$ cat src/rtl/sync_fifo_fwft.sv
// Single-clock first-word-fall-through FIFO with occupancy count and threshold flags.
// Define SYNC_FIFO_ERR_FLAGS_EN to build the sticky overflow/underflow flags; otherwise they read 0.
module sync_fifo_fwft #(
  parameter  int DATA_WIDTH          = 8,
  parameter  int ADDRESS_WIDTH       = 4,
  localparam int FIFO_DEPTH          = (1 << ADDRESS_WIDTH),
  parameter  int ALMOST_FULL_THRESH  = FIFO_DEPTH - 2,
  parameter  int ALMOST_EMPTY_THRESH = 2
) (
  input  logic                     clk,
  input  logic                     rst,
  input  logic [DATA_WIDTH-1:0]    din,
  input  logic                     wr_en,
  output logic                     full,
  output logic                     almost_full,
  output logic [DATA_WIDTH-1:0]    dout,
  input  logic                     rd_en,
  output logic                     empty,
  output logic                     almost_empty,
  output logic [ADDRESS_WIDTH:0]   data_count,
  output logic                     overflow,
  output logic                     underflow
);

  localparam int CW = ADDRESS_WIDTH + 1;
  localparam logic [CW-1:0]            DEPTH_C = CW'(FIFO_DEPTH);
  localparam logic [CW-1:0]            AF_C    = CW'(ALMOST_FULL_THRESH);
  localparam logic [CW-1:0]            AE_C    = CW'(ALMOST_EMPTY_THRESH);
  localparam logic [CW-1:0]            CNT_ONE = CW'(1);
  localparam logic [ADDRESS_WIDTH-1:0] PTR_ONE = ADDRESS_WIDTH'(1);

  logic [DATA_WIDTH-1:0]    mem_q [FIFO_DEPTH];
  logic [ADDRESS_WIDTH-1:0] wr_ptr_q, rd_ptr_q;
  logic [CW-1:0]            count_q, count_d;
  logic                     full_q, empty_q, almost_full_q, almost_empty_q;
  logic                     wr_acc, rd_acc;

  always_comb begin
    wr_acc  = wr_en & ~full_q;
    rd_acc  = rd_en & ~empty_q;
    count_d = count_q;
    if (wr_acc && !rd_acc) begin
      count_d = count_q + CNT_ONE;
    end else if (rd_acc && !wr_acc) begin
      count_d = count_q - CNT_ONE;
    end
  end

  // Storage carries no reset; a write coinciding with reset is suppressed.
  always_ff @(posedge clk) begin
    if (wr_acc && !rst) begin
      mem_q[wr_ptr_q] <= din;
    end
  end

  // Flags derive from count_d so they move on the same edge as the count.
  always_ff @(posedge clk) begin
    if (rst) begin
      wr_ptr_q       <= '0;
      rd_ptr_q       <= '0;
      count_q        <= '0;
      full_q         <= 1'b0;
      empty_q        <= 1'b1;
      almost_full_q  <= 1'b0;
      almost_empty_q <= 1'b1;
    end else begin
      if (wr_acc) wr_ptr_q <= wr_ptr_q + PTR_ONE;
      if (rd_acc) rd_ptr_q <= rd_ptr_q + PTR_ONE;
      count_q        <= count_d;
      full_q         <= (count_d == DEPTH_C);
      empty_q        <= (count_d == '0);
      almost_full_q  <= (count_d >= AF_C);
      almost_empty_q <= (count_d <= AE_C);
    end
  end

`ifdef SYNC_FIFO_ERR_FLAGS_EN
  logic overflow_q, underflow_q;

  always_ff @(posedge clk) begin
    if (rst) begin
      overflow_q  <= 1'b0;
      underflow_q <= 1'b0;
    end else begin
      if (wr_en && full_q)  overflow_q  <= 1'b1;
      if (rd_en && empty_q) underflow_q <= 1'b1;
    end
  end

  assign overflow  = overflow_q;
  assign underflow = underflow_q;
`else
  assign overflow  = 1'b0;
  assign underflow = 1'b0;
`endif

  assign dout         = mem_q[rd_ptr_q];
  assign full         = full_q;
  assign empty        = empty_q;
  assign almost_full  = almost_full_q;
  assign almost_empty = almost_empty_q;
  assign data_count   = count_q;

endmodule

$ cat config.mk
export PLATFORM = sky130hd
export DESIGN_NAME = sync_fifo_fwft
export DESIGN_NICKNAME = d
export VERILOG_FILES = /design/src/rtl/sync_fifo_fwft.sv
export SDC_FILE = /design/constraint.sdc
export NUM_CORES = 1
export LEC_CHECK = 0
export CORE_UTILIZATION = 35
export CTS_CLUSTER_SIZE = 16
export DETAILED_ROUTE_END_ITERATION = 8
export PLACE_DENSITY_LB_ADDON = 0.08
export SYNTH_ARGS = -nofsm -noshare
export SYNTH_HDL_FRONTEND = slang
export SYNTH_SLANG_ARGS = --single-unit
export TNS_END_PERCENT = 50
$ cat constraint.sdc
create_clock -name clk -period 1.9 [get_ports clk]
set_clock_uncertainty 0.1 [all_clocks]
set_input_delay 0.38 -clock clk [delete_from_list [all_inputs] [get_ports clk]]
set_output_delay 0.38 -clock clk [all_outputs]
set_load 0.02 [all_outputs]
### Word-level counts from Yosys, hierarchy flattened

Memory sizes are Yosys's and may differ from the RTL's. A register that Yosys moved wholly into a read port is not among the register bits.
Cells that the tools add are included.
W data, S select, Z words.

| storage, ports and cells | value |
|---|---|
| bits in registers | 17 |
| bits in writable memories | 128 |
| bits of input ports | 12 |
| word-level logic and storage cells | 32 |
| memories | 1 |

| operators by class | value |
|---|---|
| $add $sub $neg | 4 |
| order comparisons | 2 |
| eq/ne operators | 1 |
| mux-type cells | 6 |
| bitwise gates (word level) | 4 |
| reduce and logical (&&, ||, !) cells | 7 |

Memory list:

| name | depth | width | read ports | clocked after memory_dff | wr ports | RTL line | text |
|---|---|---|---|---|---|---|---|
| mem_q | 16 | 8 | 1 | 1 | 1 | 32 | `logic [DATA_WIDTH-1:0] mem_q [FIFO_DEPTH];` |

Operators by type and width:

| kind | number |
|---|---|
| $mux W5 | 2 |
| $add A4 B1 Y4 const B | 2 |
| $mux W4 | 2 |
| $add A5 B1 Y5 const B | 1 |
| $eq A5 B5 Y1 const B | 1 |
| $ge A5 B4 Y1 const B | 1 |
| $le A5 B2 Y1 const B | 1 |
| $logic_not A5 Y1 | 1 |
| $sub A5 B1 Y5 const B | 1 |
| $logic_and A1 B1 Y1 | 3 |
| $logic_not A1 Y1 | 3 |
| $and A1 B1 Y1 | 2 |
| $mux W1 | 2 |
| $not A1 Y1 | 2 |

### Depth between registers and ports, before layout

| depth | value |
|---|---|
| word-level depth | 7 |
| mapped depth | 6 |
| mapped depth without buffers | 6 |

### Worst setup path after synthesis

OpenSTA, ideal clock, no wires.

| timing | value |
|---|---|
| path kind | reg-to-output |
| start | register with a tool-made name |
| end | output port dout[0] |
| arrival | 1.638 ns |
| data required time | 1.420 ns |
| path slack | -0.218 ns |
| stages on the path, launching flop included | 5 |
| buffers on the path | 2 |
| cells stage by stage | dfxtp_1 buf_6 buf_6 mux4_1 mux4_2 |

RTL lines:

| what | RTL line | text |
|---|---|---|
| to (decl) | 16 | `output logic [DATA_WIDTH-1:0] dout,` |

==> flow_results.xml <==
<?xml version="1.0" encoding="UTF-8"?>
<metrics>
  <group name="setup_path">
    <metric name="startpoint_type" unit="">flop</metric>
    <metric name="timing.critical_path.slowest_stage_cell" unit="">sky130_fd_sc_hd__mux4_2</metric>
    <metric name="critical_path_required" unit="ps">1420</metric>
    <metric name="slowest_delay" unit="ps">470</metric>
    <metric name="critical_path_peak_fanout" unit="">11</metric>
    <metric name="end_kind" unit="">output port</metric>
    <metric name="worst_setup_slack_for_register_to_register_paths" unit="ps">110</metric>
    <metric name="launch_point_of_the_worst_reg_to_reg_path" unit="">data_count[0]</metric>
    <metric name="path_buf_inv" unit="">3</metric>
    <metric name="critical_path_arrival" unit="ps">2210</metric>
    <metric name="crit_path_cell_trace" unit="">buf_12, buf_6, mux4_2, mux4_2, buf_6</metric>
    <metric name="critical_path_class" unit="">flop to output port</metric>
    <metric name="rr_endpoint" unit="">full</metric>
    <metric name="timing.critical_path.max_delay_family" unit="">multiplexers</metric>
    <metric name="worst-r2r-cell-count" unit="">6</metric>
  </group>
  <group name="grt">
    <metric name="grt_antenna_before_repair" unit="">0</metric>
    <metric name="globalRoute.totalOverflow" unit="">0</metric>
    <metric name="grt_first_pass_wirelength" unit="um">20000</metric>
    <metric name="first_global_vias" unit="">3217</metric>
    <metric name="grt_usage" unit="%">16.3</metric>
    <metric name="maximum_number_of_pins_on_one_net_before_global_route_repair" unit="">33</metric>
  </group>
  <group name="logic_synthesis">
    <metric name="count_of_different_cell_masters_after_synthesis" unit="">41</metric>
    <metric name="yosys_warnings" unit="">0</metric>
    <metric name="async_flop_share" unit="%">0</metric>
    <metric name="yosys_most_used_dff" unit="">sky130_fd_sc_hd__edfxtp_1</metric>
    <metric name="post_synth.cell_area_avg" unit="um^2">19.4</metric>
    <metric name="edff_count_synth" unit="">128</metric>
    <metric name="syn_inst" unit="">310</metric>
    <metric name="netlist_area" unit="um^2">6000</metric>
    <metric name="synth_compound_gate_area_share" unit="%">1.19</metric>
    <metric name="ys_seq_elements" unit="">149</metric>
    <metric name="largest_family_of_logic_cells_by_synthesized_area" unit="">multiplexers</metric>
    <metric name="post_synth_fa_ha_maj_area_fraction" unit="%">1.79</metric>
    <metric name="seq_area_frac_synth" unit="%">71.0</metric>
    <metric name="synthXorXnorAreaFrac" unit="%">1.17</metric>
    <metric name="yosys.area_share.simple" unit="%">5.73</metric>
    <metric name="synth.area.mux_share" unit="%">16.9</metric>
  </group>
  <group name="floorplanning">
    <metric name="die_area" unit="um^2">17700</metric>
    <metric name="start_util" unit="%">36.1</metric>
    <metric name="dieWidth" unit="um">133</metric>
    <metric name="placeableCoreArea" unit="um^2">16600</metric>
    <metric name="boundaryPins" unit="">31</metric>
    <metric name="number_of_rows_in_the_core_area" unit="">47</metric>
    <metric name="die_height" unit="um">133</metric>
  </group>
  <group name="cts">
    <metric name="cts_sinks" unit="">149</metric>
    <metric name="postCtsHoldBufs" unit="">0</metric>
    <metric name="clock_insertion_delay_worst_skew" unit="ps">430</metric>
    <metric name="htree_num_levels" unit="">4</metric>
    <metric name="cts.path.max_buffers" unit="">2</metric>
    <metric name="cts_tree" unit="">yes</metric>
    <metric name="cts.root.buffer_cell" unit="">sky130_fd_sc_hd__clkbuf_16</metric>
    <metric name="tritoncts.num_buffers" unit="">17</metric>
    <metric name="path_clk_slew" unit="ps">60</metric>
  </group>
  <group name="place">
    <metric name="numPortBuffers" unit="">28</metric>
    <metric name="routabilityCongestion" unit="">0.785</metric>
    <metric name="hpwl" unit="um">8470</metric>
    <metric name="place_worst_setup_slack" unit="ps">-811</metric>
    <metric name="place_area" unit="um^2">6860</metric>
  </group>
  <group name="cells_and_area">
    <metric name="finalInstanceArea" unit="um^2">7560</metric>
    <metric name="num-nets-final" unit="">412</metric>
    <metric name="syn2layout_area_growth" unit="%">25.9</metric>
    <metric name="drive_gt1_share" unit="%">32.8</metric>
    <metric name="antenna_cells" unit="">0</metric>
  </group>
  <group name="run_status">
    <metric name="failed_checks" unit="">negative setup slack</metric>
    <metric name="status" unit="">finished with violations</metric>
  </group>
  <group name="timing">
    <metric name="maxClockFrequency" unit="GHz">0.371</metric>
    <metric name="unrepaired_setup_endpoints_after_global_routing" unit="">yes</metric>
    <metric name="post-route-min-period" unit="ps">2690</metric>
    <metric name="finalSetupViolCount" unit="">8</metric>
    <metric name="postLayoutSetupSlackWorst" unit="ps">-794</metric>
    <metric name="slew_viol_final" unit="">0</metric>
    <metric name="max_slew_margin" unit="%">65.6</metric>
    <metric name="timing_hold_violations_final" unit="">0</metric>
    <metric name="worst_slew_pin_slew" unit="ps">515</metric>
    <metric name="post-route-period-util" unit="%">142</metric>
  </group>
  <group name="power_and_ir_drop">
    <metric name="share_seq_of_total_power" unit="%">43.3</metric>
    <metric name="p_int" unit="mW">6.61</metric>
    <metric name="power" unit="mW">8.58</metric>
    <metric name="vdd_ir_drop_max" unit="mV">0.665</metric>
    <metric name="clock_power_share" unit="%">42.8</metric>
    <metric name="p_leak" unit="nW">2.55</metric>
    <metric name="cellPowerDensity" unit="nW/um^2">1140</metric>
    <metric name="reported_net_switching_power" unit="mW">1.97</metric>
    <metric name="fraction_of_power_spent_switching_nets" unit="%">22.9</metric>
    <metric name="p_comb_share" unit="%">14.0</metric>
  </group>
  <group name="hold_path">
    <metric name="hold_path.startpoint" unit="">rd_ptr_q[1]</metric>
    <metric name="worst_hold_path_type" unit="">flop to flop</metric>
    <metric name="hold-path-cell-count" unit="">2</metric>
  </group>
  <group name="drt">
    <metric name="drt-total-wl" unit="um">13000</metric>
    <metric name="drcViolationCount" unit="">0</metric>
    <metric name="routed_antenna_nets" unit="">0</metric>
    <metric name="detailedRoute.firstIterationViolations" unit="">225</metric>
    <metric name="via_per_inst" unit="">4.87</metric>
    <metric name="avgRoutedWirePerCell" unit="um">20.8</metric>
    <metric name="detail_route.first_pass.iterations" unit="">4</metric>
    <metric name="dr_total_vias" unit="">3046</metric>
  </group>
  <group name="job">
    <metric name="max_cap_viol_count" unit="">0</metric>
  </group>
</metrics>
stage by stage:
step / hold slack (ps) / TNS [ps] / std cells / util [%]
after floorplan: 367 / -1420 / 311 / -
after global placement: 394 / -34770 / 592 / 41.2
after detailed placement: 408 / -34600 / 592 / 41.2
after CTS: 419 / -6640 / 627 / 45.4
after global routing: 457 / -6800 / 626 / 45.4
final: 409 / -6210 / 626 / 45.4
Yosys cell counts (2+ instances only):
cell type,number,area share [%]
sky130_fd_sc_hd__maj3_1,2,0.33
sky130_fd_sc_hd__edfxtp_1,128,64
sky130_fd_sc_hd__inv_1,6,0.38
sky130_fd_sc_hd__nor2_1,31,1.9
sky130_fd_sc_hd__dfxtp_1,21,7.0
sky130_fd_sc_hd__buf_6,3,0.56
sky130_fd_sc_hd__buf_4,3,0.38
sky130_fd_sc_hd__nand2_1,12,0.75
sky130_fd_sc_hd__xnor2_1,4,0.58
sky130_fd_sc_hd__ha_1,7,1.5
sky130_fd_sc_hd__and4_1,2,0.29
sky130_fd_sc_hd__mux4_2,12,4.5
sky130_fd_sc_hd__nand3_1,2,0.17
sky130_fd_sc_hd__nor3_1,7,0.58
sky130_fd_sc_hd__nand4_1,3,0.31
sky130_fd_sc_hd__xor2_1,4,0.58
sky130_fd_sc_hd__nand2b_1,2,0.21
sky130_fd_sc_hd__and3_1,2,0.21
sky130_fd_sc_hd__buf_1,3,0.19
sky130_fd_sc_hd__a211oi_1,2,0.25
sky130_fd_sc_hd__clkbuf_1,4,0.25
sky130_fd_sc_hd__a21oi_1,3,0.25
sky130_fd_sc_hd__nor2b_1,2,0.21
sky130_fd_sc_hd__mux4_1,28,12
sequential cells by signal, summed over array words and instances (netlist names), named ones only:
| signal | cells |
|---|---|
| mem_q | 128 |
| data_count | 5 |
| rd_ptr_q | 4 |
| wr_ptr_q | 4 |
| almost_empty | 1 |
| almost_full | 1 |
| empty | 1 |
| full | 1 |
area by class of cell:
cell class	count	area, um^2
repair buffers	78	810
inverters	6	22.5
flip-flops and latches	149	4270
clock inverters	15	228
well taps	220	275
multi-input cells	141	1530
clock buffers	17	425
fillers	1447	9080
power by group through the flow:
| stage | registers, mW | logic (mW) | clock network [mW] |
|---|---|---|---|
| global placement | 3.77 | 1.19 | 0 |
| floorplan | 3.81 | 0.714 | 0 |
| finish | 3.71 | 1.20 | 3.67 |
| global route | 3.72 | 1.31 | 3.89 |
| detailed placement | 3.78 | 1.19 | 0 |
| CTS | 3.71 | 1.24 | 3.75 |
logic make-up (layout without fill, tap and decap cells):
logic type	after synthesis	after routing
adder cells (fa/ha/maj)	9	9
XOR/XNOR	8	8
other	1	2
AO/OA/AOI/OAI	11	11
multiplexers	41	41
flip-flops	149	149
AND/OR/NAND/NOR	70	70
buffers and inverters	21	116
layer usage:
metal | up-vias | share of wire, % | global-route usage, %
li1 | 1398 | - | -
met1 | 1576 | 46 | 21.4
met2 | 56 | 50 | 26.3
met3 | 16 | 3.0 | 3.72
met4 | 0 | 1.6 | 6.51
met5 | - | 0 | 0
what timing repair did:
| item | 4_1_cts | 5_1_grt |
|---|---|---|
| gates cloned | 1 | 0 |
| setup endpoints to repair | 13 | 13 |
| resized for setup | 53 | 5 |
| buffers inserted | 2 | 0 |
worst max-delay path by stage:
stage          start      end  cells after the start
6_report        flop  dout[7]                      5
3_5_place_dp    flop  dout[1]                      4
4_1_cts         flop  dout[5]                      5
2_1_floorplan   flop  dout[0]                      4
5_1_grt         flop  dout[7]                      5
3_3_place_gp    flop  dout[1]                      4
placed cells by master (no fill, tap or decap), types with 5 or more instances in the layout:
cell type                         synthesis  final
sky130_fd_sc_hd__buf_12                   0     12
sky130_fd_sc_hd__buf_4                    3     36
sky130_fd_sc_hd__buf_6                    3      8
sky130_fd_sc_hd__bufinv_16                0      5
sky130_fd_sc_hd__clkbuf_16                0     17
sky130_fd_sc_hd__clkdlybuf4s50_1          0     13
sky130_fd_sc_hd__dfxtp_1                 21     20
sky130_fd_sc_hd__dlygate4sd2_1            0      5
sky130_fd_sc_hd__edfxtp_1               128    128
sky130_fd_sc_hd__ha_1                     7      7
sky130_fd_sc_hd__inv_1                    6      6
sky130_fd_sc_hd__mux4_2                  12     39
sky130_fd_sc_hd__nand2_1                 12     12
sky130_fd_sc_hd__nor2_1                  31     31
sky130_fd_sc_hd__nor3_1                   7      6
worst register-to-register path, cell delays in order, from the launching register on:
cell	delay (ps)
sky130_fd_sc_hd__dfxtp_1	390
sky130_fd_sc_hd__inv_1	100
sky130_fd_sc_hd__ha_1	230
sky130_fd_sc_hd__and4_1	170
sky130_fd_sc_hd__o21ai_0	190
sky130_fd_sc_hd__nor3b_2	310
sky130_fd_sc_hd__nor3b_1	220
(Power assumes the default switching activity.)
